==> src/rtl/imem_load_pkg.sv <==
// rtl/imem_load_pkg.sv - shared constants and state encoding for the program-memory loader
//
// Purpose: state encoding (RUN=0 .. DONE=5), program-memory geometry shared by
// the fetch path and the loader, and byte/length widths used by the header parser.
// Optional build macro used by the top: IMEM_LOAD_TIMEOUT_EN.
package imem_load_pkg;

    localparam int IMEM_ADDR_W    = 14;
    localparam int IMEM_DATA_W    = 32;
    localparam int BYTES_PER_WORD = 4;
    localparam int LEN_W          = 16;

    typedef enum logic [2:0] {
        ST_RUN   = 3'd0,
        ST_HDR0  = 3'd1,
        ST_HDR1  = 3'd2,
        ST_DATA  = 3'd3,
        ST_WRITE = 3'd4,
        ST_DONE  = 3'd5
    } load_state_e;

endpackage

==> src/rtl/imem_word_packer.sv <==
// rtl/imem_word_packer.sv - little-endian byte-to-word assembler
//
// Purpose: collects DATA_W/8 bytes into one word, first byte in the low lane.
// Ports:
//   clock, reset  : clock, asynchronous active-high reset
//   clear         : synchronous clear of byte index and partial word (wins over byte_valid)
//   byte_valid    : byte_in is taken this cycle
//   byte_in       : incoming byte
//   word_full     : combinational, high in the cycle the last byte of a word is taken
//   word          : assembled word (complete from the cycle after word_full)
module imem_word_packer
    import imem_load_pkg::*;
#(
    parameter int DATA_W = IMEM_DATA_W
) (
    input  logic              clock,
    input  logic              reset,
    input  logic              clear,
    input  logic              byte_valid,
    input  logic [7:0]        byte_in,
    output logic              word_full,
    output logic [DATA_W-1:0] word
);

    localparam int NBYTES = DATA_W / 8;
    localparam int IDX_W  = (NBYTES > 1) ? $clog2(NBYTES) : 1;
    localparam logic [IDX_W-1:0] LAST_IDX = IDX_W'(NBYTES - 1);

    logic [IDX_W-1:0]  idx_q, idx_d;
    logic [DATA_W-1:0] word_q, word_d;

    // Shifting in from the top means that after NBYTES bytes the first byte
    // has arrived at bits [7:0], which is the little-endian packing we want.
    always_comb begin
        idx_d  = idx_q;
        word_d = word_q;
        if (clear) begin
            idx_d  = '0;
            word_d = '0;
        end else if (byte_valid) begin
            word_d = {byte_in, word_q[DATA_W-1:8]};
            idx_d  = idx_q + 1'b1;
        end
    end

    assign word_full = byte_valid && !clear && (idx_q == LAST_IDX);
    assign word      = word_q;

    always_ff @(posedge clock or posedge reset) begin
        if (reset) begin
            idx_q  <= '0;
            word_q <= '0;
        end else begin
            idx_q  <= idx_d;
            word_q <= word_d;
        end
    end

endmodule

==> src/rtl/imem_load_ctrl.sv <==
// rtl/imem_load_ctrl.sv - program-memory port owner: instruction fetch in run mode, UART bootloader in load mode
//
// Purpose: in RUN the memory port follows fetch_addr. A prog_start pulse enters
// load mode: a 16-bit big-endian word count header, then little-endian 32-bit
// words, each written one cycle after its last byte. The CPU is held via cpu_hold.
// Optional build macro: IMEM_LOAD_TIMEOUT_EN (idle-byte timeout in HDR0/HDR1/DATA).
// Ports:
//   clock, reset          : clock, asynchronous active-high reset
//   prog_start            : one-cycle load request, honoured only in RUN
//   rx_valid, rx_byte     : received byte strobe and data
//   rx_ready              : a byte can be taken this cycle
//   fetch_addr            : word address from the fetch unit
//   mem_addr, mem_we,
//   mem_wdata             : program memory port
//   cpu_hold              : CPU held in reset while loading (registered)
//   load_done             : one-cycle pulse in DONE
//   load_err              : sticky error, cleared by the next accepted prog_start
//   word_cnt              : words written in the current or last load
module imem_load_ctrl
    import imem_load_pkg::*;
#(
    parameter int ADDR_W      = IMEM_ADDR_W,
    parameter int DATA_W      = IMEM_DATA_W,
    parameter int TIMEOUT_CYC = 1000000
) (
    input  logic              clock,
    input  logic              reset,
    input  logic              prog_start,
    input  logic              rx_valid,
    input  logic [7:0]        rx_byte,
    output logic              rx_ready,
    input  logic [ADDR_W-1:0] fetch_addr,
    output logic [ADDR_W-1:0] mem_addr,
    output logic              mem_we,
    output logic [DATA_W-1:0] mem_wdata,
    output logic              cpu_hold,
    output logic              load_done,
    output logic              load_err,
    output logic [ADDR_W-1:0] word_cnt
);

    // Lengths are compared one bit wider than the header so that a full
    // 2^ADDR_W-word image is legal and anything above it is not.
    localparam logic [LEN_W:0] LEN_MAX = (LEN_W+1)'(2 ** ADDR_W);

    load_state_e       state_q, state_d;
    logic [LEN_W-1:0]  len_q, len_d;
    logic [ADDR_W-1:0] word_cnt_q, word_cnt_d;
    logic              load_err_q, load_err_d;
    logic              cpu_hold_q, cpu_hold_d;
    logic              load_done_q, load_done_d;

    logic              pack_clear;
    logic              pack_valid;
    logic              pack_full;
    logic [DATA_W-1:0] pack_word;
    logic [LEN_W-1:0]  hdr_len;
    logic [LEN_W:0]    cnt_plus1;

`ifdef IMEM_LOAD_TIMEOUT_EN
    logic [31:0]       idle_q, idle_d;
`else
    logic              unused_timeout;
    assign unused_timeout = ^TIMEOUT_CYC;
`endif

    assign pack_valid = rx_valid && (state_q == ST_DATA);
    assign hdr_len    = {len_q[LEN_W-1:8], rx_byte};
    // Pre-increment compare: with a 2^ADDR_W image the counter wraps to 0 on
    // the final write, so the wider sum is what detects the last word.
    assign cnt_plus1  = (LEN_W+1)'(word_cnt_q) + 1'b1;

    imem_word_packer #(
        .DATA_W (DATA_W)
    ) u_packer (
        .clock      (clock),
        .reset      (reset),
        .clear      (pack_clear),
        .byte_valid (pack_valid),
        .byte_in    (rx_byte),
        .word_full  (pack_full),
        .word       (pack_word)
    );

    always_comb begin
        state_d    = state_q;
        len_d      = len_q;
        word_cnt_d = word_cnt_q;
        load_err_d = load_err_q;
        rx_ready   = 1'b0;
        mem_addr   = word_cnt_q;
        mem_we     = 1'b0;
        pack_clear = 1'b0;
`ifdef IMEM_LOAD_TIMEOUT_EN
        idle_d     = '0;
`endif

        case (state_q)
            ST_RUN: begin
                mem_addr = fetch_addr;
                if (prog_start) begin
                    state_d    = ST_HDR0;
                    load_err_d = 1'b0;
                    word_cnt_d = '0;
                    pack_clear = 1'b1;
                end
            end
            ST_HDR0: begin
                rx_ready = 1'b1;
                if (rx_valid) begin
                    len_d[LEN_W-1:8] = rx_byte;
                    state_d          = ST_HDR1;
                end
            end
            ST_HDR1: begin
                rx_ready = 1'b1;
                if (rx_valid) begin
                    len_d = hdr_len;
                    if (hdr_len == '0) begin
                        state_d = ST_DONE;
                    end else if ({1'b0, hdr_len} > LEN_MAX) begin
                        load_err_d = 1'b1;
                        state_d    = ST_RUN;
                    end else begin
                        state_d = ST_DATA;
                    end
                end
            end
            ST_DATA: begin
                rx_ready = 1'b1;
                if (pack_full) begin
                    state_d = ST_WRITE;
                end
            end
            ST_WRITE: begin
                mem_we     = 1'b1;
                word_cnt_d = word_cnt_q + 1'b1;
                // A byte arriving here has nowhere to go; drop it and flag it,
                // but keep loading so the remaining words still land.
                if (rx_valid) begin
                    load_err_d = 1'b1;
                end
                if (cnt_plus1 == {1'b0, len_q}) begin
                    state_d = ST_DONE;
                end else begin
                    state_d = ST_DATA;
                end
            end
            ST_DONE: begin
                state_d = ST_RUN;
            end
            default: begin
                state_d = ST_RUN;
            end
        endcase

`ifdef IMEM_LOAD_TIMEOUT_EN
        // Counter is zero on entry to a waiting state (previous state was not
        // waiting) and after every byte, since rx_ready is high while waiting.
        if ((state_q == ST_HDR0) || (state_q == ST_HDR1) || (state_q == ST_DATA)) begin
            if (rx_valid) begin
                idle_d = '0;
            end else if (idle_q == 32'(TIMEOUT_CYC - 1)) begin
                state_d    = ST_RUN;
                load_err_d = 1'b1;
                pack_clear = 1'b1;
                idle_d     = '0;
            end else begin
                idle_d = idle_q + 1'b1;
            end
        end
`endif

        cpu_hold_d  = (state_d != ST_RUN);
        load_done_d = (state_d == ST_DONE);
    end

    assign mem_wdata = pack_word;
    assign cpu_hold  = cpu_hold_q;
    assign load_done = load_done_q;
    assign load_err  = load_err_q;
    assign word_cnt  = word_cnt_q;

    always_ff @(posedge clock or posedge reset) begin
        if (reset) begin
            state_q     <= ST_RUN;
            len_q       <= '0;
            word_cnt_q  <= '0;
            load_err_q  <= 1'b0;
            cpu_hold_q  <= 1'b0;
            load_done_q <= 1'b0;
        end else begin
            state_q     <= state_d;
            len_q       <= len_d;
            word_cnt_q  <= word_cnt_d;
            load_err_q  <= load_err_d;
            cpu_hold_q  <= cpu_hold_d;
            load_done_q <= load_done_d;
        end
    end

`ifdef IMEM_LOAD_TIMEOUT_EN
    always_ff @(posedge clock or posedge reset) begin
        if (reset) begin
            idle_q <= '0;
        end else begin
            idle_q <= idle_d;
        end
    end
`endif

endmodule

==> config.mk <==
export PLATFORM = sky130hd
export DESIGN_NAME = imem_load_ctrl
export DESIGN_NICKNAME = d
export VERILOG_FILES = /design/src/rtl/imem_load_pkg.sv /design/src/rtl/imem_word_packer.sv /design/src/rtl/imem_load_ctrl.sv
export SDC_FILE = /design/constraint.sdc
export NUM_CORES = 1
export LEC_CHECK = 0
export ABC_AREA = 1
export CORE_ASPECT_RATIO = 1.1
export CORE_UTILIZATION = 35
export CTS_BUF_LIST = sky130_fd_sc_hd__clkbuf_8 sky130_fd_sc_hd__clkbuf_16
export DETAILED_ROUTE_END_ITERATION = 6
export HOLD_SLACK_MARGIN = 0.06
export PLACE_DENSITY = 0.61
export SYNTH_ARGS = -nofsm -noshare
export SYNTH_HDL_FRONTEND = slang
export SYNTH_SLANG_ARGS = --single-unit
==> constraint.sdc <==
create_clock -name clock -period 5.8 [get_ports clock]
set_input_delay 0.58 -clock clock [delete_from_list [all_inputs] [get_ports clock]]
set_output_delay 0.58 -clock clock [all_outputs]
set_load 0.03 [all_outputs]
==> qor.csv, run 1 <==
metric,value,unit
initial antenna violation count,0,
# IOs,91,
# fillers,1014,
Post-Syn Nets,521,
max-cap violation count,0,
largest cells by area after synthesis,"dfrtp_1 48%, nand2_1 14%, inv_1 8.8%",
WL/cell,14.1,um
crit path time final,2.96,ns
gr ovfl total,0,
RSZ-0062 raised after global routing,no,
leakage,2.26,nW
pre-CTS WS,2.79,ns
die width,99.4,um
CP bufs+invs,2,
CTS tree,built,
Hold Buf Count CTS,0,
setup-violating endpoint count in the final report,0,
met3 GRT Util,4.62,%
num rows,38,
Final Hold Viols,0,
CP Class,flop to output pin,
global-route wire length before repair,16600,um
Core Region,0.00998,sq mm
Final WS setup,2.84,ns
P_int,1.22,mW
PostCTS Resize Cnt,0,
DR iter-0 viols,203,
router iterations before antenna repair,4,
dpl hpwl,7360,um
Max Root-Sink Buffers,2,
Placer Congestion,0.897,
post-route clock period utilization,51.0,%
H-tree Lvls,3,
Max VDD drop,0.235,mV
DRC errors left,0,
die area,0.0108,sq mm
drt total wl,9970,um
Yosys cell types,24,
Synth area leader,dfrtp_1,
"count leader, synth",nand2_1,
clock sink count,70,
Ant. Diodes,0,
Worst Skew,0.0114,ns
switching part of the total,41.9,%
Area Overhead vs Synth,34.0,%
sequential fraction of the synthesis area,48.0,%
slew margin rel.,40.7,%
Seq pwr share,34.1,%
Switching Power,879,uW
Top Usage Layer GRT,met2,
Post-synth top flop,dfrtp_1,
Tot GR Track Use,19.8,%
Critical Path AT,2.38,ns
slowest library cell on the worst path,clkdlybuf4s50_1,
Die Y,109,um
Hold Crit Class,flop to flop,
CTS buffer count,9,
Vias,3493,
CP startpoint kind,flop,
clk slew on worst S/H paths,0.07,ns
fmax,338,MHz
Final Max Slew Viols,0,
Yosys Warn Count,0,
outcome,completed,
clk root buf,clkbuf_8,
Synth Area per Inst,7.40,sq um
total negative setup slack,0,ns
Synth Cell Area,0.00365,sq mm
Skew-Pair Late Insertion Delay,0.33,ns
Synth top area share,48.0,%
fin nets,612,
Comb pwr share,44.9,%
max incr delay on CP,0.73,ns
"top cells by count, synth","135 x nand2_1, 86 x inv_1, 70 x dfrtp_1",
share of layout cells above drive strength 1,5.60,%
"critical path, cell by cell","nor2_1, nand2_1, inv_1, clkdlybuf4s50_1",
met2 usage in global routing,32.3,%
drt via density,4.93,
CP Max Fanout,14,
number of enable flip-flop cells after synthesis,0,
post-synthesis async set-or-reset flop share,100,%
vias in the first global route,3482,
largest net degree at the start of global routing,71,
Syn Inst Count,493,
PD cells,429,mW/mm^2
Starting Density,36.6,%
met1 GRT Util,25.2,%
worst slew pin tran,0.889,ns
Clk pwr share,21.1,%
final antenna-violating net count,0,
CP Capture Type,output pin,
WP data required,5.22,ns
Worst path top cell family by delay,buffers and inverters,
Seq cells post-synth,70,
Post-CTS Setup Inserts,0,
Port Buffers,90,
==> final cells by class <==
cell class,count,area [sq um],share of cell area [%]
tap,120,150,3.07
inverter,90,338,6.91
clock inverter,6,86.3,1.76
clock buffer,10,138,2.81
timing repair buffer,92,916,18.7
multi-input combinational,321,1510,30.9
sequential,70,1750,35.8
==> power groups by stage <==
stage                     clock network, mW  registers [mW]  logic (mW)
after floorplan                           0           0.792       0.487
after global placement                    0           0.722       0.936
after detailed placement                  0           0.719       0.948
after CTS                             0.455           0.714       0.951
after global routing                  0.479           0.731        1.05
final                                 0.442           0.714       0.942
==> cell usage in the layout, fill, tap and decap left out <==
cell type	Yosys	final
dfrtp_1	70	70
clkbuf_8	0	10
a22o_1	1	1
inv_2	4	5
clkinv_2	0	1
o221ai_1	1	1
nor4_1	2	2
nor2_4	3	3
nand3_2	1	1
nand2_2	4	4
ha_1	2	2
inv_1	86	86
nand3_1	39	39
nand4_1	10	10
nor2_1	33	33
nand2_1	135	135
nand3b_1	1	1
nor3_1	2	2
clkinv_4	0	2
o21ai_0	45	45
a21oi_1	3	3
bufinv_16	0	2
nor2_2	3	3
o21ai_1	1	1
clkdlybuf4s50_1	0	90
and2_1	1	1
buf_4	0	2
o22ai_1	34	34
==> final timing paths <==
check	cells after the start	slack, ns	end	start
setup / recovery	4	2.84	mem_we	state_q[1]
setup reg to reg	7	3.35	u_packer.idx_q[1]	state_q[2]
hold / removal	2	0.50	u_packer.word[6]	u_packer.word[6]
min in group asynchronous	3	0.83	u_packer.word[17]	reset
max in group asynchronous	3	4.39	state_q[1]	reset
hold reg to reg	2	0.50	u_packer.word[6]	u_packer.word[6]
==> through the flow <==
| stage | util [%] | total power [mW] | hold WS (ns) | cells | instance area [sq um] |
|---|---|---|---|---|---|
| after floorplan | - | 1.28 | 0.464 | 493 | 3650 |
| after global placement | 46.8 | 1.66 | 0.485 | 693 | 4670 |
| after detailed placement | 46.8 | 1.67 | 0.488 | 693 | 4670 |
| after CTS | 49.0 | 2.12 | 0.508 | 709 | 4890 |
| after global routing | 49.0 | 2.26 | 0.523 | 709 | 4890 |
| final | 49.0 | 2.10 | 0.502 | 709 | 4890 |
==> worst reg2reg max path, cell delays in order, from the launching register on <==
cell     delay, ns
dfrtp_1       0.45
nor2_1        0.20
nand2_1       0.07
nor2_1        0.21
inv_2         0.25
nand2_1       0.68
inv_2         0.24
a22o_1        0.24
==> flip-flops by register name, summed over array words and instances, names as in the netlist <==
signal / count
u_packer.word: 32
load_done: 1
len_q: 16
load_err: 1
cpu_hold: 1
u_packer.idx_q: 2
word_cnt: 14
state_q: 3
==> logic make-up after synthesis <==
group | synth area share (%)
and+or+nand+nor | 27.7
buffers and inverters | 10.6
AOI/OAI and AO/OA | 13.0
DFF | 48.0
adders and majority gates | 0.686
==> layer usage <==
metal  vias to the layer above  share of wire, %
met3                        20               6.4
met5                         -                 0
met2                       128                44
met4                         0               3.1
met1                      1567                47
li1                       1778                 -
Power figures use the tool's default switching activity.
==> run 2, diff against run 1 <==
--- a/config.mk
+++ b/config.mk
@@ -11,7 +11,7 @@
 export CTS_BUF_LIST = sky130_fd_sc_hd__clkbuf_8 sky130_fd_sc_hd__clkbuf_16
 export DETAILED_ROUTE_END_ITERATION = 6
 export HOLD_SLACK_MARGIN = 0.06
-export PLACE_DENSITY = 0.61
+export PLACE_DENSITY = 0.63
 export SYNTH_ARGS = -nofsm -noshare
 export SYNTH_HDL_FRONTEND = slang
 export SYNTH_SLANG_ARGS = --single-unit
==> constraint.sdc (replaced) <==
create_clock -name clock -period 2.43 [get_ports clock]
set_input_delay 0.243 -clock clock [delete_from_list [all_inputs] [get_ports clock]]
set_output_delay 0.243 -clock clock [all_outputs]
set_load 0.03 [all_outputs]
==> run 2 against run 1 <==
Die area unchanged. Wire length increased by 2.4%. Critical path depth unchanged. Combinational power increased by 140%. Cell area increased by 0.69%. Global-route usage increased by 0.20 points. Sequential share of layout area decreased by 0.22 points. Clock power increased by 120%. Non-clock buffer count increased by 8. First-iteration DRC count decreased by 27%.
==> qor.csv, run 2 (synthesized netlist as in run 1, its figures left out) <==
metric,value,unit,change
CP startpoint kind,flop,,
"critical path, cell by cell","nor2_1, nand2_1, inv_1, clkdlybuf4s50_1",,
PostCTS Resize Cnt,0,,unchanged
Area Overhead vs Synth,35.0,%,
clock sink count,70,,unchanged
Core Region,0.00998,sq mm,unchanged
Die Y,109,um,unchanged
Worst Skew,0.00884,ns,-0.00257 ns
WP data required,2.19,ns,-3.03 ns
post-route clock period utilization,87.6,%,
largest net degree at the start of global routing,34,,-52%
total negative setup slack,0,ns,unchanged
CP bufs+invs,2,,unchanged
pre-CTS WS,0.321,ns,-2.46 ns
met1 GRT Util,25.3,%,+0.082 points
num rows,38,,unchanged
met2 usage in global routing,32.2,%,-0.15 points
Port Buffers,90,,unchanged
Final Hold Viols,0,,unchanged
initial antenna violation count,0,,unchanged
crit path time final,2.13,ns,
H-tree Lvls,3,,unchanged
met3 GRT Util,5.58,%,+0.96 points
RSZ-0062 raised after global routing,no,,
fmax,470,MHz,
"most common cell after layout, fill and taps aside",nand2_1,,
Post-CTS Setup Inserts,0,,unchanged
final antenna-violating net count,0,,unchanged
CP Capture Type,output pin,,
router iterations before antenna repair,4,,unchanged
CP Max Fanout,4,,-10
die area,0.0108,sq mm,unchanged
PD cells,997,mW/mm^2,+130%
Max VDD drop,0.482,mV,+100%
Largest register FFs,32,,unchanged
fin nets,620,,+1.3%
CP Class,flop to output pin,,
slew margin rel.,62.2,%,+21 points
Final Max Slew Viols,0,,unchanged
# fillers,1034,,+2.0%
Max Root-Sink Buffers,2,,unchanged
setup-violating endpoint count in the final report,0,,unchanged
most frequent cells in the layout,"135 x nand2_1, 85 x inv_1, 76 x clkdlybuf4s50_1",,
Critical Path AT,1.88,ns,-0.50 ns
Ant. Diodes,0,,unchanged
clk root buf,clkbuf_8,,
vias in the first global route,3395,,-2.5%
CTS buffer count,9,,unchanged
Starting Density,36.6,%,unchanged
worst slew pin tran,0.566,ns,-0.323 ns
# IOs,91,,unchanged
slowest library cell on the worst path,clkdlybuf4s50_1,,
DRC errors left,0,,unchanged
Top Usage Layer GRT,met2,,
outcome,completed,,
Worst path top cell family by delay,buffers and inverters,,
Skew-Pair Late Insertion Delay,0.35,ns,+0.02 ns
drt via density,4.97,,+0.89%
max incr delay on CP,0.69,ns,-0.04 ns
WL/cell,14.2,um,+1.2%
DR iter-0 viols,149,,-27%
Tot GR Track Use,20.0,%,+0.20 points
max-cap violation count,0,,unchanged
share of layout cells above drive strength 1,9.55,%,+3.9 points
dpl hpwl,7700,um,+4.5%
Final WS setup,0.302,ns,-2.54 ns
Hold Crit Class,primary input to asynchronous set/reset pin,,
drt total wl,10200,um,+2.4%
global-route wire length before repair,16800,um,+0.87%
clk slew on worst S/H paths,0.08,ns,about the same
leakage,2.31,nW,+2.4%
Hold Buf Count CTS,0,,unchanged
gr ovfl total,0,,unchanged
Vias,3564,,+2.0%
Placer Congestion,0.911,,+1.5%
die width,99.4,um,unchanged
CTS tree,built,,
[run 2: metrics by stage]
stage / hold WS (ns) / util (%) / area [sq um] / std cells / power [mW]
after global placement: 0.474 / 47.3 / 4720 / 701 / 3.94
after detailed placement: 0.482 / 47.3 / 4720 / 701 / 3.96
after global routing: 0.302 / 49.3 / 4930 / 717 / 5.26
after floorplan: 0.364 / - / 3650 / 493 / 3.05
final: 0.258 / 49.3 / 4930 / 717 / 4.91
after CTS: 0.255 / 49.3 / 4920 / 717 / 4.95
[run 2: worst paths after layout]
kind / start / endpoint / slack (ns) / cells past startpoint
max: state_q[1] / mem_we / 0.30 / 4
min: reset / u_packer.word[9] / 0.26 / 2
min in group clock: u_packer.word[3] / u_packer.word[3] / 0.50 / 2
max in group asynchronous: reset / word_cnt[0] / 1.61 / 3
min reg2reg: u_packer.word[3] / u_packer.word[3] / 0.50 / 2
max reg2reg: word_cnt[0] / cpu_hold / 0.39 / 15
[run 2: where the power goes]
part           leakage, nW  total [mW]  internal (mW)  switching, mW
Sequential           0.936        1.69           1.47          0.220
Combinational         1.27        2.25          0.815           1.43
Clock                0.103       0.976          0.507          0.468
[run 2: layer usage]
| layer | part of all wire [%] | vias up |
|---|---|---|
| li1 | - | 1799 |
| met1 | 46 | 1618 |
| met2 | 44 | 130 |
| met3 | 7.8 | 17 |
| met4 | 2.0 | 0 |
| met5 | 0 | - |
[run 2: worst register-to-register path, stage by stage, from the launching register on]
cell     delay [ns]
dfrtp_2        0.48
ha_1           0.26
nand2_2        0.15
inv_1          0.06
nand2_1        0.08
nand2_1        0.09
nand2_1        0.10
nand4_1        0.12
nor2_1         0.11
nand2_1        0.06
nor2_1         0.08
nand3_1        0.08
nand2_1        0.08
nand2_1        0.06
nand2_1        0.08
nand2_1        0.05
[run 2: area by class of cell]
class | count | area (sq um) | share of cell area, %
multi-input combinational | 321 | 1510 | 30.7
inverter | 90 | 338 | 6.86
clock buffer | 10 | 138 | 2.79
timing repair buffer | 100 | 966 | 19.6
tap | 120 | 150 | 3.05
sequential | 70 | 1750 | 35.6
clock inverter | 6 | 68.8 | 1.40
